`src/rtl/envelope_shaper_pkg.sv`:
```
// -----------------------------------------------------------------------------
// envelope_shaper_pkg
// Shared definitions for the ADSR envelope shaper:
//   - FSM state encoding (numeric values are visible on o_state)
//   - bit positions of the A/D/S/R fields inside an instrument ROM word
//   - envelope ceiling and the per-tick step helper
// -----------------------------------------------------------------------------
package envelope_shaper_pkg;

  localparam logic [2:0] ENV_IDLE    = 3'd0;
  localparam logic [2:0] ENV_FETCH   = 3'd1;
  localparam logic [2:0] ENV_WAIT    = 3'd2;
  localparam logic [2:0] ENV_ATTACK  = 3'd3;
  localparam logic [2:0] ENV_DECAY   = 3'd4;
  localparam logic [2:0] ENV_SUSTAIN = 3'd5;
  localparam logic [2:0] ENV_RELEASE = 3'd6;

  typedef enum logic [2:0] {
    ST_IDLE    = ENV_IDLE,
    ST_FETCH   = ENV_FETCH,
    ST_WAIT    = ENV_WAIT,
    ST_ATTACK  = ENV_ATTACK,
    ST_DECAY   = ENV_DECAY,
    ST_SUSTAIN = ENV_SUSTAIN,
    ST_RELEASE = ENV_RELEASE
  } env_state_t;

  // Instrument ROM word: [15:12] attack, [11:8] decay, [7:4] sustain, [3:0] release
  localparam int ENV_A_MSB = 15;
  localparam int ENV_A_LSB = 12;
  localparam int ENV_D_MSB = 11;
  localparam int ENV_D_LSB = 8;
  localparam int ENV_S_MSB = 7;
  localparam int ENV_S_LSB = 4;
  localparam int ENV_R_MSB = 3;
  localparam int ENV_R_LSB = 0;

  localparam logic [7:0] ENV_LEVEL_MAX = 8'd255;

  // Per-tick level step for a 4-bit rate: (rate + 1) << shift, 9 bits wide.
  function automatic logic [8:0] env_step(input logic [3:0] rate, input int shift);
    logic [8:0] base;
    base = {5'd0, rate} + 9'd1;
    return base << shift;
  endfunction

endpackage

```
`src/rtl/envelope_scaler.sv`:
```
// -----------------------------------------------------------------------------
// envelope_scaler
// Two-stage sample scaling pipeline: o_sample = (i_sample * i_level) >>> COEF_W.
// i_level is treated as unsigned (0..255), i_sample as two's complement.
// Latency 2 cycles, one sample per cycle throughput. o_sample only updates
// when a valid sample reaches the output and holds its value otherwise.
//
// Ports:
//   i_clk, i_rst_n    clock, asynchronous active-low reset
//   i_sample          signed raw sample (DATA_W bits)
//   i_sample_valid    i_sample qualifier
//   i_level           unsigned envelope gain (COEF_W bits)
//   o_sample          signed scaled sample (DATA_W bits)
//   o_sample_valid    o_sample qualifier
// -----------------------------------------------------------------------------
module envelope_scaler #(
  parameter int DATA_W = 9,
  parameter int COEF_W = 8
) (
  input  logic              i_clk,
  input  logic              i_rst_n,
  input  logic [DATA_W-1:0] i_sample,
  input  logic              i_sample_valid,
  input  logic [COEF_W-1:0] i_level,
  output logic [DATA_W-1:0] o_sample,
  output logic              o_sample_valid
);

  localparam int PROD_W = DATA_W + COEF_W;

  // Arithmetic shift back to sample width; the product magnitude is bounded by
  // (2^(DATA_W-1)) * (2^COEF_W - 1), so the shifted value always fits DATA_W.
  function automatic logic signed [DATA_W-1:0] scale_shift(
    input logic signed [PROD_W-1:0] prod
  );
    return DATA_W'(prod >>> COEF_W);
  endfunction

  logic signed [PROD_W-1:0] sample_ext_p0;
  logic signed [PROD_W-1:0] level_ext_p0;
  logic signed [PROD_W-1:0] prod_p0;
  logic signed [PROD_W-1:0] prod_p1;
  logic                     vld_p1;
  logic signed [DATA_W-1:0] sample_p2;
  logic                     vld_p2;

  // Both operands widened to the product width so the multiply is exact.
  assign sample_ext_p0 = {{COEF_W{i_sample[DATA_W-1]}}, i_sample};
  assign level_ext_p0  = {{DATA_W{1'b0}}, i_level};
  assign prod_p0       = sample_ext_p0 * level_ext_p0;

  // ---- stage p0 -> p1: product register ----
  always_ff @(posedge i_clk) begin
    if (i_sample_valid) begin
      prod_p1 <= prod_p0;
    end
  end

  always_ff @(posedge i_clk or negedge i_rst_n) begin
    if (!i_rst_n) begin
      vld_p1 <= 1'b0;
    end else begin
      vld_p1 <= i_sample_valid;
    end
  end

  // ---- stage p1 -> p2: shift and output register ----
  always_ff @(posedge i_clk or negedge i_rst_n) begin
    if (!i_rst_n) begin
      sample_p2 <= '0;
      vld_p2    <= 1'b0;
    end else begin
      vld_p2 <= vld_p1;
      if (vld_p1) begin
        sample_p2 <= scale_shift(prod_p1);
      end
    end
  end

  assign o_sample       = sample_p2;
  assign o_sample_valid = vld_p2;

endmodule

```
`src/rtl/envelope_shaper.sv`:
```
// -----------------------------------------------------------------------------
// envelope_shaper
// Per-channel ADSR amplitude envelope generator and sample scaler.
// A note start (i_load) fetches the instrument's A/D/S/R word from a
// synchronous ROM, then the envelope level steps on i_tick_stb through
// ATTACK -> DECAY -> SUSTAIN, and RELEASE after i_release, ending in IDLE.
// The raw channel sample is multiplied by the current level in a 2-stage pipe.
//
// Ports:
//   i_clk, i_rst_n          clock, asynchronous active-low reset
//   i_tick_stb              one-cycle envelope step strobe
//   i_load, i_instrument    note start and instrument index
//   i_release               one-cycle note end
//   o_rom_addr, i_rom_data  instrument ROM port (data one cycle after address)
//   i_sample, i_sample_valid   signed raw sample in
//   o_sample, o_sample_valid   signed scaled sample out (2-cycle latency)
//   o_level                 current envelope level
//   o_state                 FSM state encoding
//   o_active                high in ATTACK, DECAY, SUSTAIN or RELEASE
// -----------------------------------------------------------------------------
module envelope_shaper
  import envelope_shaper_pkg::*;
#(
  parameter logic [7:0] INSTR_BASE = 8'h00,
  parameter int         STEP_SHIFT = 2
) (
  input  logic        i_clk,
  input  logic        i_rst_n,
  input  logic        i_tick_stb,
  input  logic        i_load,
  input  logic [3:0]  i_instrument,
  input  logic        i_release,
  output logic [7:0]  o_rom_addr,
  input  logic [15:0] i_rom_data,
  input  logic [8:0]  i_sample,
  input  logic        i_sample_valid,
  output logic [8:0]  o_sample,
  output logic        o_sample_valid,
  output logic [7:0]  o_level,
  output logic [2:0]  o_state,
  output logic        o_active
);

  env_state_t state_q, state_d;
  logic [7:0] level_q, level_d;
  logic [7:0] rom_addr_q, rom_addr_d;
  logic [3:0] rate_a_q, rate_a_d;
  logic [3:0] rate_d_q, rate_d_d;
  logic [3:0] rate_r_q, rate_r_d;
  logic [7:0] sus_q, sus_d;

  logic [8:0]        step_a, step_d, step_r;
  logic [8:0]        attack_sum;
  logic signed [9:0] decay_diff;
  logic signed [9:0] sus_cmp;
  logic              attack_full;
  logic              decay_hit;
  logic              release_hit;

  assign step_a = env_step(rate_a_q, STEP_SHIFT);
  assign step_d = env_step(rate_d_q, STEP_SHIFT);
  assign step_r = env_step(rate_r_q, STEP_SHIFT);

  // Attack sum is 9 bits so the overshoot past 255 is visible before clamping.
  assign attack_sum  = {1'b0, level_q} + step_a;
  assign attack_full = (attack_sum >= {1'b0, ENV_LEVEL_MAX});

  // Decay is compared signed so an undershoot below zero still clamps to sustain.
  assign decay_diff = $signed({2'b00, level_q}) - $signed({1'b0, step_d});
  assign sus_cmp    = $signed({2'b00, sus_q});
  assign decay_hit  = (decay_diff <= sus_cmp);

  assign release_hit = ({1'b0, level_q} <= step_r);

  always_comb begin
    state_d    = state_q;
    level_d    = level_q;
    rom_addr_d = rom_addr_q;
    rate_a_d   = rate_a_q;
    rate_d_d   = rate_d_q;
    rate_r_d   = rate_r_q;
    sus_d      = sus_q;

    // A note start overrides release and tick in every state.
    if (i_load) begin
      rom_addr_d = INSTR_BASE + {4'd0, i_instrument};
      level_d    = 8'd0;
      state_d    = ST_FETCH;
    end else begin
      case (state_q)
        ST_IDLE: begin
          state_d = ST_IDLE;
        end
        ST_FETCH: begin
          state_d = ST_WAIT;
        end
        ST_WAIT: begin
          rate_a_d = i_rom_data[ENV_A_MSB:ENV_A_LSB];
          rate_d_d = i_rom_data[ENV_D_MSB:ENV_D_LSB];
          rate_r_d = i_rom_data[ENV_R_MSB:ENV_R_LSB];
          sus_d    = {i_rom_data[ENV_S_MSB:ENV_S_LSB], i_rom_data[ENV_S_MSB:ENV_S_LSB]};
          state_d  = ST_ATTACK;
        end
        ST_ATTACK: begin
          if (i_release) begin
            state_d = ST_RELEASE;
          end else if (i_tick_stb) begin
            if (attack_full) begin
              level_d = ENV_LEVEL_MAX;
              state_d = ST_DECAY;
            end else begin
              level_d = attack_sum[7:0];
            end
          end
        end
        ST_DECAY: begin
          if (i_release) begin
            state_d = ST_RELEASE;
          end else if (i_tick_stb) begin
            if (decay_hit) begin
              level_d = sus_q;
              state_d = ST_SUSTAIN;
            end else begin
              level_d = decay_diff[7:0];
            end
          end
        end
        ST_SUSTAIN: begin
          if (i_release) begin
            state_d = ST_RELEASE;
          end
        end
        ST_RELEASE: begin
          if (i_tick_stb) begin
            if (release_hit) begin
              level_d = 8'd0;
              state_d = ST_IDLE;
            end else begin
              level_d = level_q - step_r[7:0];
            end
          end
        end
        default: begin
          state_d = ST_IDLE;
        end
      endcase
    end
  end

  always_ff @(posedge i_clk or negedge i_rst_n) begin
    if (!i_rst_n) begin
      state_q    <= ST_IDLE;
      level_q    <= 8'd0;
      rom_addr_q <= INSTR_BASE;
      rate_a_q   <= 4'd0;
      rate_d_q   <= 4'd0;
      rate_r_q   <= 4'd0;
      sus_q      <= 8'd0;
    end else begin
      state_q    <= state_d;
      level_q    <= level_d;
      rom_addr_q <= rom_addr_d;
      rate_a_q   <= rate_a_d;
      rate_d_q   <= rate_d_d;
      rate_r_q   <= rate_r_d;
      sus_q      <= sus_d;
    end
  end

  assign o_rom_addr = rom_addr_q;
  assign o_level    = level_q;
  assign o_state    = state_q;
  assign o_active   = (state_q == ST_ATTACK) || (state_q == ST_DECAY) ||
                      (state_q == ST_SUSTAIN) || (state_q == ST_RELEASE);

  envelope_scaler #(
    .DATA_W (9),
    .COEF_W (8)
  ) u_scaler (
    .i_clk          (i_clk),
    .i_rst_n        (i_rst_n),
    .i_sample       (i_sample),
    .i_sample_valid (i_sample_valid),
    .i_level        (level_q),
    .o_sample       (o_sample),
    .o_sample_valid (o_sample_valid)
  );

endmodule

```
`config.mk`:
```
export PLATFORM = sky130hd
export DESIGN_NAME = envelope_shaper
export DESIGN_NICKNAME = d
export VERILOG_FILES = /design/src/rtl/envelope_shaper_pkg.sv /design/src/rtl/envelope_scaler.sv /design/src/rtl/envelope_shaper.sv
export SDC_FILE = /design/constraint.sdc
export NUM_CORES = 1
export LEC_CHECK = 0
export BUFFER_PORTS_ARGS = -buffer_cell sky130_fd_sc_hd__clkbuf_2
export CAP_MARGIN = 20
export CORE_ASPECT_RATIO = 0.5
export CORE_MARGIN = 2
export CORE_UTILIZATION = 62
export CTS_BUF_LIST = sky130_fd_sc_hd__clkbuf_8
export CTS_CLUSTER_SIZE = 14
export DETAILED_ROUTE_END_ITERATION = 10
export PLACE_DENSITY_LB_ADDON = 0.3
export SLEW_MARGIN = 40
export SYNTH_ARGS = -nofsm -noshare
export SYNTH_HDL_FRONTEND = slang
export SYNTH_SLANG_ARGS = --single-unit
```
`constraint.sdc`:
```
create_clock -name i_clk -period 6.49 [get_ports i_clk]
set_input_delay 0.9735 -clock i_clk [delete_from_list [all_inputs] [get_ports i_clk]]
set_output_delay 0.9735 -clock i_clk [all_outputs]
set_load 0.05 [all_outputs]
```
==> flow_summary.yaml <==
status:
  status: "finished clean"
global_route:
  grt_max_degree: 43
  antenna_found_initial: 0
  grt_pass1_wl_um: 20400
  track_usage: 0.257
  overflow: 0
  grt_pass1_vias: 4310
timing:
  fmax_mhz: 204
  timing.setup.tns_ns: 0
  hold-worst-slack_ns: 0.483
  min_period_ns: 4.91
  fin_skew_ns: 0.0102
  finalHoldViolations: 0
  tightest_slew_ns: 0.703
  finalCritPeriodShare: 0.756
  grt_setup_unrepaired: "false"
  max-slew-margin-rel: 0.531
  slew_violations: 0
  setup-violations-final: 0
critical_path:
  crit_family: "adder cells"
  cp_common_cell: "fa_1"
  worst-setup-path-type: "input pin to register"
  reg2reg_to: "u_scaler.prod_p1[16]"
  cp_max_fo: 8
  reg2reg_slack_ns: 1.63
  startpoint_type: "input pin"
  crit_required_ns: 6.57
  crit_buf_inv: 4
  crit_chain: "clkbuf_2 -> nand2_1 -> inv_1 -> fa_1 -> inv_1 -> fa_1 -> inv_1 -> fa_1 -> fa_1 -> ha_1 -> and3_1 -> o211ai_1 -> a21oi_1 -> a21oi_1 -> o21bai_1 -> xnor2_1"
  r2r_start: "o_level[1]"
  end_kind: "register"
  arrival_ns: 4.99
  reg2reg_depth: 14
  critPathSlowestCell: "fa_1"
  cpPeakStageDelay_ns: 0.67
hold_path:
  hold_path_class: "register to register"
  holdPathEnd: "u_scaler.o_sample[6]"
  min_from: "u_scaler.prod_p1[14]"
  hold_depth: 1
placement:
  place_congestion: 0.903
  place_hpwl_um: 9430
  io_buffer_count: 60
synth:
  synthCells: 592
  seq_area_frac_synth: 0.232
  ys.flop_type: "dfrtp_1"
  synth.distinct_cells: 55
  syn_area_per_cell_um2: 9.60
  yosysWarnings: 0
  synth.cell_area_um2: 5680
  synth-seq-cells: 51
  async_flop_share: 0.824
  synth_top_cell_by_area: "fa_1"
  synth.area.top_cells: "fa_1 21%, dfrtp_1 18%, ha_1 12%"
  synth_edf_count: 9
  yosysTopAreaCellShare: 0.211
clock_tree:
  cts_buffer_depth: 2
  cts_tree: "yes"
  numCtsBuffers: 5
  insertion_delay_ns: 0.33
  cts_setup_buffers: 0
  hold_buffers: 0
  h-tree-depth: 2
  cts.clk_slew.worst_paths_ns: 0.10
  post_cts_resized: 0
  ctsRootBufferMaster: "clkbuf_8"
  cts_sinks: 51
floorplanning:
  num_io_pins: 65
  core_area_um2: 8800
  die_y_um: 71.7
  rows: 24
  die_x_um: 139
  start_util: 0.646
  die_area_um2: 10000
pwr:
  ir_drop_v: 0.000190
  power.density_nw_per_um2: 242
  power.static_leakage_nw: 3.11
  p_total_mw: 1.48
drt:
  drt_iter0_drc: 318
  firstDrtPassIters: 5
  post-route-drc-count: 0
  wirelength_um: 11800
  route.antenna.remaining_nets: 0
  via_per_inst: 5.75
  vias: 4368
  routedWlPerCell_um: 15.6
cells_and_area:
  drive_gt1_frac: 0.156
  diodes: 0
  syn2layout_area_growth_pct: 7.88
  nets: 792
run:
  maxCapViolCount: 0
==> worst max-delay path by stage <==
stage,cells after the start,endpoint,slack [ns],startpoint
global placement,15,u_scaler.prod_p1[16],1.36,i_sample[8]
floorplan,14,u_scaler.prod_p1[16],1.66,i_sample[8]
detailed placement,15,u_scaler.prod_p1[16],1.25,i_sample[8]
global route,16,u_scaler.prod_p1[16],1.36,i_sample[8]
finish,16,u_scaler.prod_p1[16],1.58,i_sample[8]
CTS,15,u_scaler.prod_p1[16],1.59,i_sample[8]
==> flip-flops by register name, summed over array words and instances, names as in the netlist <==
name / cells
u_scaler.o_sample: 9
u_scaler.prod_p1: 9
o_level: 8
o_rom_addr: 4
rate_a_q: 4
rate_d_q: 4
rate_r_q: 4
sus_q: 4
o_state: 3
u_scaler.o_sample_valid: 1
u_scaler.vld_p1: 1
==> power breakdown <==
part | leakage [nW] | internal (mW) | total (mW) | switching (mW)
registers | 0.619 | 0.399 | 0.471 | 0.0720
clock network | 0.0402 | 0.0753 | 0.194 | 0.118
logic | 2.45 | 0.351 | 0.817 | 0.465
total | 3.11 | 0.826 | 1.48 | 0.656
==> placed cells by master, fill, tap and decap left out, drive strengths merged, types with 5 or more instances in the layout <==
master and count:
inv 104, and2 36, a21o 7, nor2b 6, a31oi 5, o21a 11
o21ai 22, nand2b 7, nor2 18, nand2 50, fa 60, mux2 23
xnor2 18, xor2 11, nor3 5, dfrtp 42, edfxtp 9, ha 56
a211oi 5, clkbuf 65, a21oi 18, nand3 6
==> stage by stage <==
stage          worst slack (ns)  utilization  cells  cell area [um^2]
6_report                   1.58        0.697    759              6130
3_5_place_dp               1.25        0.687    751              6040
4_1_cts                    1.59        0.697    759              6130
2_1_floorplan              1.66            -    595              5700
3_3_place_gp               1.36        0.687    751              6040
5_1_grt                    1.36        0.697    759              6130
==> worst reg2reg max path, delay by kind of cell, from the launching register on <==
kind,cells,cell delay (ns)
adder cells (fa/ha/maj),5,2.52
flip-flops,1,0.62
XOR/XNOR,1,0.12
AND/OR/NAND/NOR,2,0.52
buffers and inverters,2,0.18
AO/OA/AOI/OAI,4,0.63
==> routing by layer <==
layer,part of all wire,wire length (um),track usage,vias to the layer above
met3,0.061,719,0.0535,17
met5,0,0,0,-
met2,0.49,5840,0.447,138
met4,0.016,189,0.0606,0
met1,0.43,5100,0.339,2173
li1,-,-,-,2040
==> final cells by class <==
cell class / count / area (um^2)
multi-input cells: 418 / 3870
fillers: 687 / 2670
flip-flops and latches: 51 / 1320
inverters: 104 / 390
repair buffers: 61 / 310
well taps: 117 / 146
clock buffers: 5 / 68.8
clock inverters: 3 / 20.0
==> synthesized netlist by cell type (all sizes together), types with 6 or more instances <==
master and n:
xnor2 18, nand2b 7, nor2 18, buf 8
edfxtp 9, fa 60, o21ai 22, nand3 6
a21o 7, mux2 23, nor2b 6, a21oi 18
clkbuf 14, ha 56, nand2 50, o21a 11
and2 36, dfrtp 42, inv 104, xor2 11
==> logic make-up after synthesis <==
| group | Yosys count | share of synthesized area |
|---|---|---|
| xor gates and xnor gates | 29 | 0.0447 |
| DFF | 51 | 0.232 |
| muxes | 25 | 0.0491 |
| AOI/OAI and AO/OA | 100 | 0.121 |
| and+or+nand+nor | 144 | 0.129 |
| buffers and inverters | 126 | 0.0887 |
| other | 1 | 0.000660 |
| adders and majority gates | 116 | 0.335 |
Note: power is estimated with default switching activity, not from simulation.
